`src/rtl/scan_sequencer_pkg.sv`:
```
// Shared types and constants for the scan sequencer.
// State encoding, decoder-off level and default dwell width.
package scan_sequencer_pkg;

   localparam int   DWELL_W_DEF = 8;
   localparam logic G_OFF       = 1'b1;

   typedef enum logic [2:0] {
      S_IDLE,
      S_SETUP,
      S_ACTIVE,
      S_GAP,
      S_DONE
   } state_t;

endpackage

```
`src/rtl/scan_next_sel.sv`:
```
// Channel selector: next higher unskipped channel, lowest unskipped
// channel, and a wrap flag when nothing higher remains.
module scan_next_sel
   import scan_sequencer_pkg::*;
(
   input  logic [2:0] ch,
   input  logic [7:0] mask,
   output logic [2:0] nxt,
   output logic [2:0] low,
   output logic       wrap,
   output logic       none
);

   logic [2:0] hi;

   always_comb begin
      low  = 3'd0;
      none = 1'b1;
      hi   = 3'd0;
      wrap = 1'b1;
      // descending scans leave the lowest qualifying index last
      for (int i = 7; i >= 0; i--) begin
         if (!mask[i]) begin
            low  = 3'(i);
            none = 1'b0;
         end
         if (!mask[i] && (i > int'(ch))) begin
            hi   = 3'(i);
            wrap = 1'b0;
         end
      end
      nxt = wrap ? low : hi;
   end

endmodule

```
`src/rtl/scan_sequencer.sv`:
```
// Channel scan sequencer driving an active-low 3-to-8 decoder with
// break-before-make gaps between channels.
module scan_sequencer
   import scan_sequencer_pkg::*;
#(
   parameter int DWELL_W = DWELL_W_DEF
) (
   input  logic               clk,
   input  logic               rst,
   input  logic               start,
   input  logic               stop,
   input  logic               cont,
   input  logic [DWELL_W-1:0] dwell,
   input  logic [7:0]         skip_mask,
   output logic               G,
   output logic               A,
   output logic               B,
   output logic               C,
   output logic               busy,
   output logic               done
);

   state_t             state;
   logic               cont_q;
   logic [DWELL_W-1:0] dwell_q;
   logic [DWELL_W-1:0] cnt;
   logic [DWELL_W-1:0] load;
   logic [7:0]         mask_q;
   logic [7:0]         sel_mask;
   logic [2:0]         ch;
   logic [2:0]         nxt;
   logic [2:0]         low;
   logic               wrap;
   logic               none;

   assign ch = {C, B, A};

   // in IDLE the first channel comes from the mask being latched now
   assign sel_mask = (state == S_IDLE) ? skip_mask : mask_q;

   // cnt holds remaining cycles after the current one; dwell 0 acts as 1
   assign load = (dwell_q == '0) ? '0 : dwell_q - DWELL_W'(1);

   scan_next_sel u_sel (
      .ch   (ch),
      .mask (sel_mask),
      .nxt  (nxt),
      .low  (low),
      .wrap (wrap),
      .none (none)
   );

   always_ff @(posedge clk or posedge rst) begin
      if (rst) begin
         state     <= S_IDLE;
         G         <= G_OFF;
         {C, B, A} <= 3'b000;
         busy      <= 1'b0;
         done      <= 1'b0;
         cnt       <= '0;
         cont_q    <= 1'b0;
         dwell_q   <= '0;
         mask_q    <= '0;
      end else begin
         done <= 1'b0;
         if (stop) begin
            state <= S_IDLE;
            G     <= G_OFF;
            busy  <= 1'b0;
         end else begin
            unique case (state)
               S_IDLE: begin
                  if (start) begin
                     cont_q    <= cont;
                     dwell_q   <= dwell;
                     mask_q    <= skip_mask;
                     {C, B, A} <= low;
                     busy      <= 1'b1;
                     state     <= S_SETUP;
                  end
               end
               S_SETUP: begin
                  if (none) begin
                     done  <= 1'b1;
                     state <= S_DONE;
                  end else begin
                     G     <= ~G_OFF;
                     cnt   <= load;
                     state <= S_ACTIVE;
                  end
               end
               S_ACTIVE: begin
                  if (cnt != '0) begin
                     cnt <= cnt - DWELL_W'(1);
                  end else begin
                     G <= G_OFF;
                     if (!wrap || cont_q) begin
                        {C, B, A} <= nxt;
                        state     <= S_GAP;
                     end else begin
                        done  <= 1'b1;
                        state <= S_DONE;
                     end
                  end
               end
               S_GAP: begin
                  G     <= ~G_OFF;
                  cnt   <= load;
                  state <= S_ACTIVE;
               end
               S_DONE: begin
                  busy  <= 1'b0;
                  state <= S_IDLE;
               end
               default: state <= S_IDLE;
            endcase
         end
      end
   end

endmodule

```
`config.mk`:
```
export PLATFORM = sky130hd
export DESIGN_NAME = scan_sequencer
export DESIGN_NICKNAME = d
export VERILOG_FILES = /design/src/rtl/scan_sequencer_pkg.sv /design/src/rtl/scan_next_sel.sv /design/src/rtl/scan_sequencer.sv
export SDC_FILE = /design/constraint.sdc
export NUM_CORES = 1
export LEC_CHECK = 0
export CAP_MARGIN = 30
export CELL_PAD_IN_SITES_DETAIL_PLACEMENT = 0
export CELL_PAD_IN_SITES_GLOBAL_PLACEMENT = 1
export CORE_MARGIN = 1.5
export CORE_UTILIZATION = 47
export DETAILED_ROUTE_END_ITERATION = 10
export PLACE_DENSITY = 0.95
export SYNTH_ARGS = -nofsm -noshare
export SYNTH_HDL_FRONTEND = slang
export SYNTH_SLANG_ARGS = --single-unit
```
`constraint.sdc`:
```
create_clock -name clk -period 6.35 [get_ports clk]
set_clock_uncertainty 0.15 [all_clocks]
set_input_delay 1.905 -clock clk [delete_from_list [all_inputs] [get_ports clk]]
set_output_delay 1.905 -clock clk [all_outputs]
set_load 0.05 [all_outputs]
```
Word level (Yosys, flattened, before mapping). Index checks and enable logic that the tools add are counted.

Flip-flop bits (word level): 34. Bits of input ports: 21. Output and inout port bits: 6. Logic and storage cells: 128.

Add/sub/neg operators: 2. Order comparisons: 7. Equality and inequality tests: 12. Mux-type cells: 66. Bitwise operators: 1. Reduce and logical (&&, ||, !) cells: 29.

Operators by type and width (number): 3-bit 2-to-1 mux (21); 1-bit 2-to-1 mux (33); 8-bit 2-to-1 mux (4); 8-bit one-hot mux with 3 select lines (1); 8-bit by 1-bit subtractor with 8-bit output, second input constant (2); 3-bit greater-than comparator, first input constant (4); 3-bit one-hot mux with 4 select lines (1); 2-bit inequality test, second input constant (5); 1-bit one-hot mux with 2 select lines (5); 3-bit inequality test, second input constant (3); 1-bit logical NOT (8); 8-bit logical NOT (1); 8-bit nonzero test (1); 1-bit logical AND (7); 3-bit by 2-bit == test with 1-bit output, second input constant (2); 2-bit by 3-bit greater-than comparator with 1-bit output, first input constant (2); 3-bit AND reduction (2); 3-bit nonzero test (2); 5-bit AND reduction (1); 2-bit AND reduction (2); 4-bit AND reduction (1); 4-bit nonzero test (1); 3-bit by 1-bit == test with 1-bit output, second input constant (1); 3-bit == test, second input constant (1); other kinds (6) (6).

Longest topological paths before layout. Gate-level depths: netlist of run 1.

Depth in word-level cells: 17. Gate-level depth with buffers: 9. Mapped depth without buffers: 8.

Modules after synthesis. A second synthesis of run 1 with hierarchy kept.

Cells, all modules: 226. Area total of the unflattened synthesis: 2257.2 um^2.

By module, submodules not included: scan_sequencer (times used 1, cells each 180, area each 1954.4 um^2, seq. area each 852.1 um^2); scan_next_sel (times used 1, cells each 46, area each 302.8 um^2, seq. area each 0.0 um^2).

Least setup slack after synthesis of run 1. Ideal clock, no wire load.

Path type: input to register. Start: input skip_mask[7]. End: register A. Library setup time: 0.083 ns. Arrival time: 3.578 ns. Data required time: 6.117 ns. Slack: 2.539 ns. Stages: 6. Path buffers: 0. Cells stage by stage: or4b_1 -> a311oi_1 -> nor2b_1 -> o31ai_2 -> mux2_2 -> mux2i_1.

Word-level cells in the longest chain between the ends: 14. Elaborated cells between the ends (all ways): 34. Classes of those cells: 1 x eq/ne; 28 x mux; 5 x reduce/logical.

RTL lines: start: declaration (RTL line scan_sequencer.sv:14) `input logic [7:0] skip_mask,`; 8-bit 2-to-1 mux (*) (RTL line scan_sequencer.sv:39) `assign sel_mask = (state == S_IDLE) ? skip_mask : mask_q;`; 1-bit logical NOT (RTL line scan_next_sel.sv:27) `if (!mask[i] && (i > int'(ch))) begin`; 1-bit logical AND (RTL line scan_next_sel.sv:27); 3-bit 2-to-1 mux or 1-bit 2-to-1 mux (tied branches) (7 in a row) (RTL line scan_next_sel.sv:27); 3-bit 2-to-1 mux or 1-bit logical NOT (tied branches) (RTL line scan_next_sel.sv:32, scan_sequencer.sv:97); 1-bit 2-to-1 mux or 1-bit logical OR (tied branches) (RTL line scan_sequencer.sv:97) `if (!wrap || cont_q) begin`; 1-bit 2-to-1 mux or 2-bit inequality test (tied branches); 1-bit one-hot mux with 2 select lines or 5-bit AND reduction (tied branches); end signal: assignment (RTL line scan_sequencer.sv:77) `{C, B, A} <= low;`; end signal: assignment (RTL line scan_sequencer.sv:98) `{C, B, A} <= nxt;`; end: declaration (RTL line scan_sequencer.sv:16) `output logic A,`.

Mark *: on every way between the ends. The rest lies on a longest branch, timed or not. The select of a mux whose other input is x is not followed. A chain may end at the register's enable or synchronous reset.

Final worst setup path of run 1. Same ends and word-level chain as after synthesis.

==> flow_summary.yaml, run 1 <==
timing:
  fin_crit_sh_pct: 67.4
  relSlewSlack_pct: 36.9
  fmax_mhz: 234
  final.setup.tns_ns: 0
  period_needed_ns: 4.28
  rsz0062_at_grt: "false"
  tightestPinTransition_ns: 0.944
  final-hold-violation-count: 0
  slew_violations: 0
  setup_violations: 0
  hold_slack_ns: 0.358
logic_synthesis:
  synthDistinctLibCells: 59
  yosys_warnings: 0
  syn_area_um2: 2230
  yosys.area.top_type: "dfrtp_1"
  synth_ff_type: "dfrtp_1"
  synth-compound-area-share_pct: 21.3
  syn-num-nets: 250
  yosys.area_share.simple_pct: 18.5
  ys_seq_elements: 34
  ys_seq_area_share_pct: 38.2
  synthXorXnorAreaFrac_pct: 2.36
  ys_async_sr_fraction_pct: 100
  synth.avg_cell_area_um2: 9.83
  synthTopCellsByArea: "dfrtp_1 (37%), mux2_2 (9.1%), mux2i_1 (4.0%)"
  synthCells: 227
  synthAdderAreaFrac_pct: 1.12
  synth_top_cell_area_share_pct: 37.0
  synth_top_family_by_area: "compound AO/OA/AOI/OAI gates"
  synthMuxAreaShare_pct: 13.8
  synth_edf_count: 0
hold_path:
  hold_path.class: "register to register"
clock_network:
  cts_resized: 0
  cts_buffer_depth: 2
  clk_pin_slew_ns: 0.07
  cts_buffers: 5
  cts_setup_buffers: 0
  cts_hold_buf: 0
  cts-root-buf: "clkbuf_8"
  cts_sinks: 34
  htree_levels: 2
  clk_latency_ns: 0.30
  cts_tree: "built"
floorplanning:
  dieArea_um2: 5170
  num_rows: 24
  fp.coreArea_um2: 4470
  ios: 27
  fp.dieW_um: 71.9
  start_util_pct: 49.9
  fp.dieH_um: 71.9
layout:
  register_area_um2: 852
  final_net_count: 275
  drive_gt1_share_pct: 15.8
  final_cell_mix: "dfrtp_1 (33), clkdlybuf4s50_1 (26), nand2_1 (19), mux2_2 (18)"
  antenna_cells: 0
  layout.cells.non_filler: 305
  final_common_cell: "dfrtp_1"
  multi_input_area_um2: 1270
  fill_cells: 383
  area_delta_synth_final_pct: 16.7
job:
  drv_cap: 0
placement:
  hpwl_mm: 3.60
  place.gp.congestion: 0.892
  place_inst: 297
  port_buffers: 26
drt:
  drc_errors: 0
  firstDrtPassIters: 4
  drt_wl_total_mm: 5.17
  vias: 1913
  drt_iter0_drc: 130
  viasPerCell: 6.27
  antenna_left: 0
  wire_per_inst_um: 16.9
critical_path:
  crit_path_start: "skip_mask[7]"
  cp.arrival_ns: 4.35
  end_kind: "register"
  worstSetupPathType: "input port to register"
  reg2reg_slack_ns: 3.27
  cp_max_fo: 5
  critPathLaunchType: "input port"
  required_ns: 6.42
  timing.rr.start: "state[0]$_DFFE_PP0P_"
  critPathCapture: "A$_DFFE_PP0P_"
  reg2reg_depth: 6
  reg2reg_to: "cnt[7]$_DFFE_PP0P_"
global_routing:
  grt_max_degree: 35
  grt_util_met3_pct: 4.58
  grt_pass1_wl_mm: 8.81
  use_met2_pct: 32.5
  antenna_found_initial: 0
  grt_use_met1_pct: 31.2
  overflow: 0
  track_usage_pct: 21.8
  grt_pass1_vias: 1813
  busiest_layer: "met2"
status:
  run_status: "finished clean"
pwr:
  ir_drop_mv: 0.244
  powerDensity_nw_per_um2: 338
  p_leak_uw: 0.00103
[cell usage after synthesis, drive strengths merged (2+ instances only)]
library cell and instances:
mux2 19, a31oi 4, nand2b 5, ha 2, o32ai 3, a211oi 4
clkbuf 2, a32oi 2, nor3 8, nor2b 6, nand3 8, dfrtp 33
nor2 8, nand4 4, or4b 4, o21ai 14, inv 12, buf 7
o31ai 4, nor4 3, nand2 19, o22ai 5, xnor2 5, a22o 7
mux2i 9, or3 3, o41ai 2, a21oi 7
[state kept, by name (all words and copies together), names as in the netlist, 3 cells and up]
name	count
state	3
mask_q	8
dwell_q	8
cnt	8
[routing by layer]
metal	part of all wire (%)	vias to the layer above
met1	46	914
met5	0	-
li1	-	915
met4	1.7	0
met2	46	74
met3	6.5	10
[critical path: stages]
cell and delay [ns]:
clkdlybuf4s50_1 0.55, or4b_1 0.46, a311oi_1 0.42, nor2b_1 0.18
o31ai_2 0.33, mux2_2 0.38, mux2i_1 0.13
[through the flow]
stage | worst slack (ns) | util [%] | total power (µW) | instance area (µm²)
after detailed placement | 1.81 | 56.0 | 706 | 2510
after CTS | 2.10 | 58.2 | 880 | 2600
after global routing | 1.98 | 58.2 | 941 | 2600
after global placement | 1.86 | 56.0 | 703 | 2510
after floorplan | 2.54 | - | 612 | 2230
final | 2.07 | 58.2 | 880 | 2600
[power breakdown]
group / internal (µW) / total, µW / switching [µW] / leakage, µW
clock: 87.1 / 171 / 84.3 / 0.0000472
sequential: 278 / 355 / 76.7 / 0.000416
combinational: 159 / 354 / 194 / 0.000570
[how the worst min path moves through the flow]
stage,startpoint,to,slack [ns],cells after the start
after floorplan,cnt[7]$_DFFE_PP0P_,cnt[7]$_DFFE_PP0P_,0.31,1
after CTS,cnt[7]$_DFFE_PP0P_,cnt[7]$_DFFE_PP0P_,0.36,1
final,cnt[7]$_DFFE_PP0P_,cnt[7]$_DFFE_PP0P_,0.36,1
after detailed placement,cnt[7]$_DFFE_PP0P_,cnt[7]$_DFFE_PP0P_,0.34,1
after global routing,cnt[7]$_DFFE_PP0P_,cnt[7]$_DFFE_PP0P_,0.40,1
after global placement,cnt[7]$_DFFE_PP0P_,cnt[7]$_DFFE_PP0P_,0.34,1
[cell families (layout without fill, tap and decap cells)]
kind of cell,after synthesis,in the layout
simple gates,73,73
flops,34,34
fa+ha+maj,2,2
compound gates,62,62
mux,28,28
xor+xnor,6,6
buf+inv,22,48
[layout make-up]
class                   instances  share of cell area, %
clock buffers                   6                   3.17
flip-flops and latches         34                   32.7
well taps                      52                   2.50
multi-input cells             171                   48.9
repair buffers                 27                   10.3
clock inverters                 2                  0.481
inverters                      13                   1.87
Power figures use the tool's default switching activity.
==> run 2: changes to the inputs <==
- CORE_UTILIZATION: 47 -> 39
- PLACE_DENSITY: 0.95 -> 0.86
- clock period: 6.35 -> 3.85 ns (I/O delays scaled with it)
==> run 2 against run 1 <==
Against the previous run:
- hold slack got worse by 0.0070 ns
- setup slack got worse by 1.7 ns
- clock-buffer cell count rose by 1
- total power rose by 69%
- critical path type unchanged
- highest routed layer unchanged
- largest power group unchanged
- register-to-register slack got worse by 2.4 ns
- critical path depth did not move
- combinational power rose by 65%
- routed wire length fell by 1.4%
- clock power rose by 86%
==> flow_summary.yaml, run 2 (synthesized netlist as in run 1, its figures left out) <==
timing:
  fin_crit_sh_pct: 90.3
  rsz0062_at_grt: "false"
  tightestPinTransition_ns: 0.995
  period_needed_ns: 3.48
  hold_slack_ns: 0.351
  slew_violations: 0
  relSlewSlack_pct: 33.1
  setup_ws_ns: 0.373
  final.setup.tns_ns: 0
  final-hold-violation-count: 0
  setup_violations: 0
  fmax_mhz: 288
clock_network:
  cts_sinks: 34
  htree_levels: 2
  cts_setup_buffers: 0
  cts_resized: 0
  cts-root-buf: "clkbuf_8"
  cts_buffer_depth: 2
  clk_latency_ns: 0.28
  clk_pin_slew_ns: 0.07
  cts_hold_buf: 0
  cts_buffers: 5
  cts_tree: "built"
drt:
  drc_errors: 0
  viasPerCell: 5.75
  drt_iter0_drc: 146
  vias: 1892
  firstDrtPassIters: 4
  antenna_left: 0
  drt_wl_total_mm: 5.09
  wire_per_inst_um: 15.5
critical_path:
  cp_num_cells: 7
  cp_slowest_cell: "clkdlybuf4s50_1"
  reg2reg_depth: 6
  end_kind: "register"
  reg2reg_slack_ns: 0.86
  max_stage_delay_ns: 0.48
  critPathLaunchType: "input port"
  reg2reg_to: "cnt[5]$_DFFE_PP0P_"
  cp_max_fo: 3
  required_ns: 3.90
  cp_num_buf_inv: 1
  crit_family: "compound AO/OA/AOI/OAI gates"
  crit_chain: "clkdlybuf4s50_1, or4b_1, a311oi_1, nor2b_1, o31ai_2, mux2_2, mux2i_1"
  timing.rr.start: "state[0]$_DFFE_PP0P_"
  worstSetupPathType: "input port to register"
  cp.arrival_ns: 3.53
global_routing:
  grt_max_degree: 22
  grt_pass1_vias: 1901
  antenna_found_initial: 0
  track_usage_pct: 18.2
  grt_pass1_wl_mm: 8.99
  overflow: 0
placement:
  dpl_worst_slack_ns: 0.105
  place.gp.congestion: 0.889
  place_inst: 321
  hpwl_mm: 3.85
  port_buffers: 26
status:
  run_status: "finished clean"
layout:
  antenna_cells: 0
  top_regs: "cnt (8), dwell_q (8), mask_q (8)"
  area_delta_synth_final_pct: 19.6
  fin_util_pct: 48.5
  fill_cells: 523
  final_net_count: 279
  drive_gt1_share_pct: 16.3
  layout.cells.non_filler: 329
  final_common_cell: "dfrtp_1"
  final_cell_mix: "dfrtp_1 (33), clkdlybuf4s50_1 (26), nand2_1 (19), mux2_2 (18)"
floorplanning:
  start_util_pct: 40.5
  fp.dieW_um: 78.6
  ios: 27
  dieArea_um2: 6180
  num_rows: 27
  fp.dieH_um: 78.6
  fp.coreArea_um2: 5510
hold_path:
  hold_path.startpoint: "cnt[7]$_DFFE_PP0P_"
  hold_path.class: "register to register"
  whs_path_depth: 1
  min_to: "cnt[7]$_DFFE_PP0P_"
job:
  drv_cap: 0
pwr:
  ir_drop_mv: 0.237
  p_leak_uw: 0.00106
  powerDensity_nw_per_um2: 557
run 2: where the power goes:
| part | switching [µW] | leakage, µW | internal (µW) |
|---|---|---|---|
| Combinational | 318 | 0.000588 | 265 |
| Clock | 124 | 0.0000524 | 194 |
| Sequential | 126 | 0.000416 | 459 |
run 2: final cells by class:
class	count	area (µm²)	share of cell area [%]
Multi-Input combinational cell	171	1270	47.7
Inverter	13	48.8	1.83
Sequential cell	34	852	31.9
Tap cell	72	90.1	3.38
Clock buffer	7	76.3	2.86
Timing Repair Buffer	31	298	11.2
Clock inverter	1	30.0	1.13
run 2: worst reg2reg max path, stage by stage, from the launching register on:
cell	delay (ns)
dfrtp_1	0.59
or3_1	0.66
mux2_2	0.37
o41ai_4	0.08
a21boi_2	0.56
o21ai_0	0.20
a22o_1	0.26
run 2: worst max path at each step:
stage                             from             to  slack (ns)
after floorplan           skip_mask[7]  A$_DFFE_PP0P_        0.79
after global placement    skip_mask[7]  A$_DFFE_PP0P_        0.17
after detailed placement  skip_mask[7]  A$_DFFE_PP0P_        0.10
after CTS                 skip_mask[7]  A$_DFFE_PP0P_        0.39
after global routing      skip_mask[7]  A$_DFFE_PP0P_        0.18
final                     skip_mask[7]  A$_DFFE_PP0P_        0.37
run 2: layer usage:
layer / part of all wire, % / track usage [%] / vias up
met5: 0 / 0 / -
met4: 0.71 / 4.82 / 0
met3: 5.5 / 3.84 / 6
met2: 49 / 30.9 / 60
met1: 45 / 23.4 / 909
li1: - / - / 917
run 2: stage by stage:
step / area, µm² / total power, µW
detailed placement: 2560 / 1170
floorplan: 2230 / 1010
global route: 2670 / 1600
finish: 2670 / 1490
global placement: 2560 / 1160
CTS: 2670 / 1490
